### src/rtl/dff_reg_arbiter.sv
// dff_reg_arbiter
//   Round-robin arbiter that shares one WIDTH-bit data register (out_q) among
//   NREQ requesters. A grant lasts up to BURST valid/ready beats, then the
//   arbiter spends one IDLE cycle and re-arbitrates starting after the last owner.
//
// Ports
//   clk        rising-edge system clock
//   rst_n      asynchronous active-low reset
//   req_valid  per-requester data valid                   [NREQ]
//   req_data   requester i data at [i*WIDTH +: WIDTH]     [NREQ*WIDTH]
//   req_ready  per-requester accept, decoded from state   [NREQ]
//   out_q      shared register, last accepted beat        [WIDTH]
//   out_valid  one-cycle pulse after each accepted beat
//   out_owner  id of current or last owner                [IDW]
//   busy       high while a grant is active
module dff_reg_arbiter #(
  parameter int WIDTH = 8,
  parameter int NREQ  = 4,
  parameter int IDW   = 2,
  parameter int BURST = 4
) (
  input  logic                  clk,
  input  logic                  rst_n,
  input  logic [NREQ-1:0]       req_valid,
  input  logic [NREQ*WIDTH-1:0] req_data,
  output logic [NREQ-1:0]       req_ready,
  output logic [WIDTH-1:0]      out_q,
  output logic                  out_valid,
  output logic [IDW-1:0]        out_owner,
  output logic                  busy
);

  localparam int BCW = (BURST > 1) ? $clog2(BURST) : 1;

  typedef enum logic [1:0] {
    ST_IDLE = 2'd0,
    ST_OWN  = 2'd1
  } state_t;

  state_t           state_r;
  logic [IDW-1:0]   rr_ptr_r;
  logic [BCW-1:0]   beat_cnt_r;

  logic [IDW-1:0]   pick_s;
  logic             owner_valid_s;
  logic [WIDTH-1:0] owner_data_s;
  logic [IDW-1:0]   next_rr_s;
  logic             last_beat_s;

  // Round-robin pick: the valid requester at the smallest forward distance from rr_ptr.
  always_comb begin
    int best_d;
    int d;
    best_d = NREQ;
    d      = 0;
    pick_s = '0;
    for (int j = 0; j < NREQ; j++) begin
      d = j - int'(rr_ptr_r);
      if (d < 0) begin
        d = d + NREQ;
      end else begin
        d = d;
      end
      if (req_valid[j] && (d < best_d)) begin
        best_d = d;
        pick_s = IDW'(j);
      end else begin
        best_d = best_d;
      end
    end
  end

  // Owner-side decode: the owner's valid/data, and the ready vector gated by state.
  always_comb begin
    owner_valid_s = 1'b0;
    owner_data_s  = '0;
    req_ready     = '0;
    for (int j = 0; j < NREQ; j++) begin
      if (out_owner == IDW'(j)) begin
        owner_valid_s = req_valid[j];
        owner_data_s  = req_data[j*WIDTH +: WIDTH];
        req_ready[j]  = (state_r == ST_OWN);
      end else begin
        req_ready[j]  = 1'b0;
      end
    end
  end

  // Pointer advance and burst-limit detection for the current owner.
  always_comb begin
    if (int'(out_owner) >= NREQ - 1) begin
      next_rr_s = '0;
    end else begin
      next_rr_s = out_owner + IDW'(1);
    end
    last_beat_s = (int'(beat_cnt_r) == BURST - 1);
  end

  // Arbitration FSM with registered datapath and status outputs.
  always_ff @(posedge clk or negedge rst_n) begin
    if (!rst_n) begin
      state_r    <= ST_IDLE;
      rr_ptr_r   <= '0;
      beat_cnt_r <= '0;
      out_q      <= '0;
      out_valid  <= 1'b0;
      out_owner  <= '0;
      busy       <= 1'b0;
    end else begin
      out_valid <= 1'b0;
      case (state_r)
        ST_IDLE: begin
          if (|req_valid) begin
            out_owner  <= pick_s;
            beat_cnt_r <= '0;
            state_r    <= ST_OWN;
            busy       <= 1'b1;
          end else begin
            busy       <= 1'b0;
          end
        end
        ST_OWN: begin
          if (!owner_valid_s) begin
            // Owner withdrew: release without a transfer.
            state_r  <= ST_IDLE;
            busy     <= 1'b0;
            rr_ptr_r <= next_rr_s;
          end else begin
            out_q     <= owner_data_s;
            out_valid <= 1'b1;
            if (last_beat_s) begin
              state_r    <= ST_IDLE;
              busy       <= 1'b0;
              rr_ptr_r   <= next_rr_s;
              beat_cnt_r <= '0;
            end else begin
              beat_cnt_r <= beat_cnt_r + BCW'(1);
            end
          end
        end
        default: begin
          state_r <= ST_IDLE;
          busy    <= 1'b0;
        end
      endcase
    end
  end

endmodule
### config.mk
export PLATFORM = sky130hd
export DESIGN_NAME = dff_reg_arbiter
export DESIGN_NICKNAME = d
export VERILOG_FILES = /design/src/rtl/dff_reg_arbiter.sv
export SDC_FILE = /design/constraint.sdc
export NUM_CORES = 1
export LEC_CHECK = 0
export ABC_AREA = 1
export BUFFER_PORTS_ARGS = -buffer_cell sky130_fd_sc_hd__buf_4
export CAP_MARGIN = 0
export CORE_AREA = 2 2 61 48
export DETAILED_ROUTE_END_ITERATION = 8
export DIE_AREA = 0 0 63 50
export PLACE_DENSITY = 0.81
export SYNTH_ARGS = -nofsm -noshare
export SYNTH_HDL_FRONTEND = slang
export SYNTH_SLANG_ARGS = --single-unit
export TNS_END_PERCENT = 100
### constraint.sdc
create_clock -name clk -period 4.3 [get_ports clk]
set_input_delay 0.86 -clock clk [delete_from_list [all_inputs] [get_ports clk]]
set_output_delay 0.86 -clock clk [all_outputs]
set_load 0.02 [all_outputs]
==> results.toml, run 1 <==
[placed_design]
io_buffers = 53
place.gp.congestion = 0.809
hpwl_um = 2540
pre_cts_ws_ns = 1.60

[logic_synthesis]
synth_seq_cells = 17
ys_seq_area_share_pct = 34.8
yosysTopAreaCell = "dfrtp_1"
syn_inst = 174
synth_edf_count = 0
yosys_warnings = 0
synth_top_area_share_pct = 34.8
syn_nets = 219
ys.flop_type = "dfrtp_1"
synthTopCellsByArea = "dfrtp_1 35%, nand2_1 13%, nor2_1 9.2%"
avgSynthCellArea_um2 = 7.03
synth-async-reset-ratio_pct = 100
ys_types = 24
netlist_area_mm2 = 0.00122

[grt]
antenna_found_initial = 0
grt_start_max_net_pins = 21
grt_pass1_wl_um = 5280
grt_pass1_vias = 1201
grt-ovfl-total = 0
track_usage_pct = 21.3

[critical_path]
arrival_ns = 1.58
critPathMaxFanout = 12
reg2reg_depth = 16
path_class = "flop to output pin"
crit_path_start_kind = "flop"
rr_startpoint = "rr_ptr_r[0]$_DFFE_PN0P_"
critical_path.endpoint_type = "output pin"
timing.rr.end = "out_owner[0]$_DFFE_PN0P_"
worstSetupStartpoint = "out_owner[1]$_DFFE_PN0P_"
crit_required_ns = 3.44
reg2reg_slack_ns = 2.00

[layout]
fill_cells = 226
final_nets = 271
final-seq-area_um2 = 425
antenna_cells = 0
multi_input_area_um2 = 686
drive_gt1_share_pct = 29.8
syn2layout_area_growth_pct = 35.5

[routing]
wl_per_cell_um = 12.3
vias = 1254
first_pass_iters = 4
ant_nets = 0
wl_um = 3200
route.detailed.drc = 0
viasPerCell = 4.80
drtIter0Drc = 77

[power]
power_uw = 1250
peakVddDrop_mv = 0.400
powerDensity_mw_per_mm2 = 755
p_leak_uw = 0.000888

[timing]
fin_crit_sh_pct = 56.8
min_period_ns = 2.44
fmax_mhz = 410
slew_headroom_pct = 67.5
rsz0062_at_grt = "no"
worst_slack_ns = 1.86
maxSlewViolCount = 0
skew_ns = 0.0108
tightest_slew_ns = 0.487
setup_viol = 0
hold_viol_final = 0
fin_setup_tns_ns = 0

[clocking]
post_cts_buffers = 0
cts_tree = "done"
clk_path_buf_depth = 2
cts_resized = 0
htree_num_levels = 1
clk_latency_ns = 0.29
cts_buffers = 3
holdBufCountCts = 0
clock-root-buffer = "clkbuf_4"
clk_pin_slew_ns = 0.11
cts_sinks = 17

[floorplan]
num_rows = 16
die_h_um = 50
core_area_mm2 = 0.00254
die_x_um = 63
initial_core_util_pct = 48.1
boundaryPins = 54
die_area_mm2 = 0.00315

[outcome]
status = "completed"

[worst_hold_path]
hold_path_class = "primary input to asynchronous set/reset pin"

[job]
max-cap-violations = 0
sequential cells by signal (all words and copies together) (netlist names):
register / flops
out_q: 8
beat_cnt_r: 2
out_owner: 2
rr_ptr_r: 2
busy: 1
out_valid: 1
state_r: 1
cell families (layout without fill, tap and decap cells):
| logic type | count (synthesis) | after routing | share of synthesized area [%] |
|---|---|---|---|
| buffers and inverters | 26 | 77 | 9.11 |
| AO/OA/AOI/OAI | 40 | 40 | 20.2 |
| AND/OR/NAND/NOR | 83 | 83 | 28.0 |
| flip-flops | 17 | 17 | 34.8 |
| XOR/XNOR | 1 | 1 | 0.717 |
| adder cells (fa/ha/maj) | 7 | 7 | 7.16 |
worst max-delay path, cell delays in order (launching register included):
cell and delay [ns]:
dfrtp_1 0.44, inv_1 0.10, ha_1 0.46, nand2_1 0.09, inv_1 0.07, buf_4 0.13
placed cells by master, fill, tap and decap left out, drive strengths merged, types with 2 or more instances in the layout:
cell / count
buf: 53
nor2: 32
inv: 18
a21oi: 23
o21ai: 6
nand3: 7
ha: 7
o31ai: 8
clkinv: 3
nand2: 44
dfrtp: 17
clkbuf: 3
o21a: 2
how the worst max path moves through the flow:
stage / end / slack, ns / cells after the start
after floorplan: out_owner[0]$_DFFE_PN0P_ / 1.90 / 16
after global placement: out_owner[1]$_DFFE_PN0P_ / 1.65 / 17
after detailed placement: out_owner[0]$_DFFE_PN0P_ / 1.60 / 17
after CTS: req_ready[1] / 1.86 / 5
after global routing: out_owner[0]$_DFFE_PN0P_ / 1.72 / 16
final: req_ready[1] / 1.86 / 5
per-layer routing:
metal | vias to the layer above | GRT usage [%] | share of wire, %
li1 | 663 | - | -
met1 | 540 | 30.2 | 49
met2 | 45 | 32.1 | 43
met3 | 6 | 3.65 | 6.2
met4 | 0 | 8.89 | 1.8
met5 | - | 0 | 0
report_power, final:
group | switching (uW) | internal (uW)
combinational | 533 | 330
sequential | 63.5 | 239
clock | 50.9 | 34.6
total | 647 | 604
synth_stat cells, types with 2 or more instances:
master and count:
nand2_1 43, nor2_1 30, a21oi_1 22, dfrtp_1 17, inv_1 16, ha_1 7
o31ai_1 7, buf_2 5, nand3_1 5, o21ai_0 3, clkinv_1 2, inv_2 2
nand3_2 2, o21a_1 2, o21ai_1 2
area by class of cell:
cell class / count / area share [%]
Tap cell: 36 / 2.72
Clock buffer: 3 / 1.36
Timing Repair Buffer: 53 / 24.0
Clock inverter: 1 / 0.302
Sequential cell: 17 / 25.7
Multi-Input combinational cell: 131 / 41.4
Inverter: 20 / 4.53
per-stage QoR:
| stage | cells | instance area, um^2 | utilization, % | hold WS [ns] |
|---|---|---|---|---|
| 4_1_cts | 261 | 1660 | 65.2 | 0.418 |
| 3_5_place_dp | 257 | 1630 | 64.1 | 0.480 |
| 5_1_grt | 261 | 1660 | 65.2 | 0.424 |
| 6_report | 261 | 1660 | 65.2 | 0.405 |
| 3_3_place_gp | 257 | 1630 | 64.1 | 0.472 |
| 2_1_floorplan | 174 | 1220 | - | 0.473 |
Power figures use the tool's default switching activity.
==> run 2, diff against run 1 <==
--- a/config.mk
+++ b/config.mk
@@ -8,10 +8,10 @@
 export ABC_AREA = 1
 export BUFFER_PORTS_ARGS = -buffer_cell sky130_fd_sc_hd__buf_4
 export CAP_MARGIN = 0
-export CORE_AREA = 2 2 61 48
+export CORE_AREA = 2 2 62 50
 export DETAILED_ROUTE_END_ITERATION = 8
-export DIE_AREA = 0 0 63 50
-export PLACE_DENSITY = 0.81
+export DIE_AREA = 0 0 64 52
+export PLACE_DENSITY = 0.77
 export SYNTH_ARGS = -nofsm -noshare
 export SYNTH_HDL_FRONTEND = slang
 export SYNTH_SLANG_ARGS = --single-unit
==> constraint.sdc (replaced) <==
create_clock -name clk -period 2.3 [get_ports clk]
set_input_delay 0.46 -clock clk [delete_from_list [all_inputs] [get_ports clk]]
set_output_delay 0.46 -clock clk [all_outputs]
set_load 0.02 [all_outputs]
==> run 2 against run 1 <==
Compared with the run above: die area grew 5.7%; clock skew decreased by 0.0080 ns; clock power is 89% higher; via count grew 4.3%; register-to-register slack worse by 1.9 ns; critical path depth increased by 11; cell count increased by 3.8%; first-iteration DRC count fell by 40%; count of clock-buffer cells in the layout did not move; sequential power grew 91%; global-route usage shrank 1.3 points; largest power group unchanged; highest routed layer unchanged.
==> results.toml, run 2 (synthesized netlist as in run 1, its figures left out) <==
[critical_path]
rr_startpoint = "rr_ptr_r[0]$_DFFE_PN0P_"
reg2reg_slack_ns = 0.10
arrival_ns = 2.39
critPathMaxFanout = 5
timing.rr.end = "out_owner[1]$_DFFE_PN0P_"
reg2reg_depth = 16
crit_path_start_kind = "flop"
path_class = "flop to flop"
critical_path.endpoint_type = "flop"
crit_required_ns = 2.50

[layout]
final_nets = 279
fill_cells = 258
finalInstanceArea_mm2 = 0.00177
antenna_cells = 0
final_cell_mix = "61 x buf_4, 41 x nand2_1, 29 x nor2_1"
drive_gt1_share_pct = 37.3
multi_input_area_um2 = 737
largest_reg_flops = 8
final-seq-area_um2 = 427
syn2layout_area_growth_pct = 44.9
layoutNonFillerInstCount = 271
final_common_cell = "buf_4"
largest_register = "out_q"

[routing]
wl_um = 3390
vias = 1308
viasPerCell = 4.83
ant_nets = 0
route.detailed.drc = 0
wl_per_cell_um = 12.5
drtIter0Drc = 46
first_pass_iters = 4

[power]
p_leak_uw = 0.000934
powerDensity_mw_per_mm2 = 1450
power_uw = 2570
peakVddDrop_mv = 0.730

[timing]
fin_setup_tns_ns = 0
maxSlewViolCount = 0
slew_headroom_pct = 76.4
skew_ns = 0.00281
setup_viol = 0
hold_viol_final = 0
rsz0062_at_grt = "yes"
fin_crit_sh_pct = 95.5
min_period_ns = 2.20
tightest_slew_ns = 0.355
fmax_mhz = 455

[placed_design]
dpl.cell_count = 263
placed_area_mm2 = 0.00166
hpwl_um = 2590
place.gp.congestion = 0.792
io_buffers = 53

[floorplan]
initial_core_util_pct = 44.6
boundaryPins = 54
die_h_um = 52
core_area_mm2 = 0.00274
die_x_um = 64
die_area_mm2 = 0.00333
num_rows = 17

[grt]
grt_start_max_net_pins = 21
grt_pass1_wl_um = 5090
antenna_found_initial = 0
grt-ovfl-total = 0
track_usage_pct = 20.0
grt_pass1_vias = 1104

[clocking]
htree_num_levels = 1
clk_pin_slew_ns = 0.10
clock-root-buffer = "clkbuf_4"
holdBufCountCts = 0
cts_tree = "done"
clk_latency_ns = 0.29
cts_sinks = 17
cts_buffers = 3
clk_path_buf_depth = 2

[worst_hold_path]
hold_path_class = "primary input to asynchronous set/reset pin"

[job]
max-cap-violations = 0

[outcome]
status = "completed"
run 2: routing by layer:
layer / share of wire (%) / global-route usage [%]
met1: 48 / 30.2
met2: 47 / 28.8
met3: 4.2 / 2.38
met4: 1.2 / 7.61
met5: 0 / 0
run 2: area by class of cell:
| class | instances | share of cell area (%) |
|---|---|---|
| repair buffers | 61 | 25.8 |
| multi-input cells | 131 | 41.6 |
| clock buffers | 3 | 1.27 |
| clock inverters | 1 | 0.282 |
| inverters | 20 | 4.24 |
| well taps | 38 | 2.68 |
| flip-flops and latches | 17 | 24.1 |
run 2: report_power, final:
part	total, uW	switching [uW]	leakage, uW	internal, uW
Clock	162	97.5	0.0000177	64.8
Combinational	1830	1080	0.000710	749
Sequential	576	128	0.000207	448
Total	2570	1310	0.000934	1260
run 2: metrics by stage:
stage                     setup slack (ns)  utilization (%)  hold WS, ns
after CTS                           0.0117             61.6      0.00888
after global placement               0.109             60.6        0.334
after global routing               -0.0972             64.6       0.0147
after detailed placement            0.0379             60.6        0.332
final                                0.103             64.6      0.00694
after floorplan                      0.258                -        0.164
run 2: worst max-delay path by stage:
stage,from,endpoint,slack [ns],cells past startpoint
after floorplan,rr_ptr_r[0]$_DFFE_PN0P_,out_owner[0]$_DFFE_PN0P_,0.26,16
after global placement,rr_ptr_r[0]$_DFFE_PN0P_,out_owner[1]$_DFFE_PN0P_,0.11,16
after detailed placement,rr_ptr_r[0]$_DFFE_PN0P_,out_owner[0]$_DFFE_PN0P_,0.04,16
after CTS,rr_ptr_r[0]$_DFFE_PN0P_,out_owner[0]$_DFFE_PN0P_,0.01,16
after global routing,rr_ptr_r[1]$_DFFE_PN0P_,out_owner[1]$_DFFE_PN0P_,-0.1,16
final,rr_ptr_r[0]$_DFFE_PN0P_,out_owner[1]$_DFFE_PN0P_,0.10,16
run 2: critical path, stage by stage (launching register included):
cell	delay, ns
dfrtp_2	0.46
xnor2_2	0.21
nand2_1	0.10
nand2_2	0.10
ha_4	0.20
inv_2	0.04
nor2_2	0.03
nand2_1	0.07
nand3_2	0.10
nand2_2	0.09
o21ai_2	0.05
ha_1	0.27
inv_1	0.03
nor2_1	0.11
nand2_1	0.08
nand3_2	0.08
a21oi_1	0.06
run 2: timing repair:
item / 4_1_cts / 5_1_grt
buffers inserted: 0 / 4
endpoints found under the setup margin: 0 / 3
resized for setup: 0 / 14
hold endpoints to repair: 0 / 0
==> run 3, diff against run 2 <==
==> config.mk (replaced) <==
export PLATFORM = sky130hd
export DESIGN_NAME = dff_reg_arbiter
export DESIGN_NICKNAME = d
export VERILOG_FILES = /design/src/rtl/dff_reg_arbiter.sv
export SDC_FILE = /design/constraint.sdc
export NUM_CORES = 1
export LEC_CHECK = 0
export BUFFER_PORTS_ARGS = -buffer_cell sky130_fd_sc_hd__buf_4
export CORE_AREA = 2 2 64 51
export CTS_CLUSTER_DIAMETER = 40
export DETAILED_ROUTE_END_ITERATION = 8
export DIE_AREA = 0 0 66 53
export PLACE_DENSITY = 0.78
export SYNTH_ARGS = -nofsm -noshare
export SYNTH_HDL_FRONTEND = slang
export SYNTH_SLANG_ARGS = --single-unit
export TNS_END_PERCENT = 100
==> run 3 against run 2 <==
Compared with the run above: the run now ends with setup timing left; combinational power is 16% higher; count of clock-buffer cells in the layout increased by 1; area after synthesis grew 8.8%; critical endpoint is now out_owner[0]$_DFFE_PN0P_; highest routed layer unchanged.
==> results.toml, run 3 <==
[outcome]
status = "finished with violations"
violations = "setup timing"

[routing]
wl_um = 3740
route.detailed.drc = 0
first_pass_iters = 4
wl_per_cell_um = 15.6
drtIter0Drc = 48
vias = 1330
ant_nets = 0
viasPerCell = 5.56

[timing]
slew_headroom_pct = 62.9
tightest_slew_ns = 0.555
hold_slack_ns = 0.0714
setup_viol = 2
hold_viol_final = 0
worst_slack_ns = -0.198
maxSlewViolCount = 0
fin_crit_sh_pct = 109
rsz0062_at_grt = "yes"
fin_setup_tns_ns = -0.350
fmax_mhz = 400
min_period_ns = 2.50
skew_ns = 0.00115

[critical_path]
timing.rr.end = "out_owner[0]$_DFFE_PN0P_"
critical_path.endpoint_type = "flop"
reg2reg_depth = 12
worstSetupStartpoint = "rr_ptr_r[1]$_DFFE_PN0P_"
crit_path_start_kind = "flop"
reg2reg_slack_ns = -0.20
arrival_ns = 2.66
path_class = "flop to flop"
rr_startpoint = "rr_ptr_r[1]$_DFFE_PN0P_"
crit_path_end = "out_owner[0]$_DFFE_PN0P_"
crit_required_ns = 2.47
critPathMaxFanout = 6

[floorplan]
initial_core_util_pct = 46.7
num_rows = 17
die_area_mm2 = 0.00350
die_x_um = 66
boundaryPins = 54
core_area_mm2 = 0.00285
die_h_um = 53

[worst_hold_path]
hold_path_class = "primary input to asynchronous set/reset pin"

[layout]
antenna_cells = 0
final_common_cell = "buf_4"
largest_register = "out_q"
syn2layout_area_growth_pct = 43.6
drive_gt1_share_pct = 48.8
largest_reg_flops = 8
final_cell_mix = "69 x buf_4, 15 x dfrtp_1, 14 x nand2_1"
final_nets = 247
final_core_util_pct = 67.0

[power]
p_leak_uw = 0.000905
powerDensity_mw_per_mm2 = 1520
peakVddDrop_mv = 0.884

[clocking]
clk_path_buf_depth = 2
cts_buffers = 3
holdBufCountCts = 0
clk_latency_ns = 0.24
cts_sinks = 17
clk_pin_slew_ns = 0.06
htree_num_levels = 1
cts_tree = "done"
clock-root-buffer = "clkbuf_8"

[grt]
grt_start_max_net_pins = 19
grt_pass1_vias = 1265
grt-ovfl-total = 0
grt_pass1_wl_um = 5640
track_usage_pct = 20.9
antenna_found_initial = 0

[placed_design]
place.gp.congestion = 0.821
io_buffers = 53
hpwl_um = 2770

[logic_synthesis]
yosysTopAreaCell = "dfrtp_1"
ys_seq_area_share_pct = 32.0
ys.flop_type = "dfrtp_1"
syn_inst = 141
synth_common_cells = "17 x dfrtp_1, 14 x nand2_1, 10 x nor2b_1"
syn_nets = 186
synth-async-reset-ratio_pct = 100
synthTopCellsByArea = "dfrtp_1 32%, mux2_4 9.0%, ha_1 6.6%"
synth_top_area_share_pct = 32.0
avgSynthCellArea_um2 = 9.43
synth_edf_count = 0
ys_types = 43
synth_most_common_cell = "dfrtp_1"
yosys_warnings = 0
synth_seq_cells = 17
netlist_area_mm2 = 0.00133

[job]
max-cap-violations = 0
-- run 3: repair_timing --
action | CTS | global route
gates resized for setup | 2 | 4
pin swaps | 1 | 6
setup endpoints to repair | 2 | 2
buffers inserted | 0 | 4
-- run 3: area by class of cell --
| type | count | area, um^2 |
|---|---|---|
| flip-flops and latches | 17 | 428 |
| inverters | 8 | 30.0 |
| repair buffers | 69 | 518 |
| fillers | 238 | 941 |
| well taps | 38 | 47.5 |
| clock buffers | 4 | 45.0 |
| multi-input cells | 103 | 841 |
-- run 3: worst min-delay path by stage --
stage | endpoint | slack, ns | cells past startpoint
floorplan | beat_cnt_r[0]$_DFFE_PN0P_ | 0.16 | 0
global placement | out_q[0]$_DFFE_PN0P_ | 0.34 | 1
detailed placement | out_q[0]$_DFFE_PN0P_ | 0.34 | 1
CTS | out_q[0]$_DFFE_PN0P_ | 0.08 | 1
global route | out_q[0]$_DFFE_PN0P_ | 0.07 | 1
finish | out_q[0]$_DFFE_PN0P_ | 0.07 | 1
-- run 3: cell families after synthesis --
group | after synthesis | share of synthesized area, %
buffers and inverters | 21 | 8.18
AOI/OAI and AO/OA | 43 | 25.5
muxes | 9 | 9.88
xor gates and xnor gates | 1 | 0.659
and+or+nand+nor | 43 | 17.2
DFF | 17 | 32.0
adders and majority gates | 7 | 6.58
-- run 3: per-layer routing --
metal | vias to the layer above | part of all wire [%] | global-route usage (%)
li1 | 637 | - | -
met1 | 643 | 43 | 25.5
met2 | 44 | 51 | 37.9
met3 | 6 | 5.5 | 4.89
met4 | 0 | 1.0 | 4.42
met5 | - | 0 | 0
-- run 3: power breakdown --
| group | internal [uW] | total [uW] | leakage (uW) | switching, uW |
|---|---|---|---|---|
| sequential | 450 | 576 | 0.000208 | 126 |
| clock | 123 | 219 | 0.0000228 | 96.3 |
| combinational | 1080 | 2120 | 0.000675 | 1030 |
-- run 3: through the flow --
| stage | instances | setup WS [ns] | area (um^2) | power [uW] |
|---|---|---|---|---|
| 2_1_floorplan | 141 | -0.160 | 1370 | 1950 |
| 3_3_place_gp | 231 | -0.191 | 1810 | 2420 |
| 3_5_place_dp | 231 | -0.342 | 1810 | 2500 |
| 4_1_cts | 235 | -0.196 | 1860 | 2740 |
| 5_1_grt | 239 | -0.434 | 1910 | 3120 |
| 6_report | 239 | -0.198 | 1910 | 2910 |
-- run 3: critical path: stages, from the launching register on --
cell	delay [ns]
dfrtp_2	0.44
nor2b_1	0.14
o21ai_1	0.15
o21ai_1	0.10
inv_1	0.10
ha_4	0.20
o21a_1	0.10
nor2_2	0.16
nand2_1	0.09
a22oi_2	0.18
ha_1	0.26
a311o_1	0.30
a32oi_1	0.19
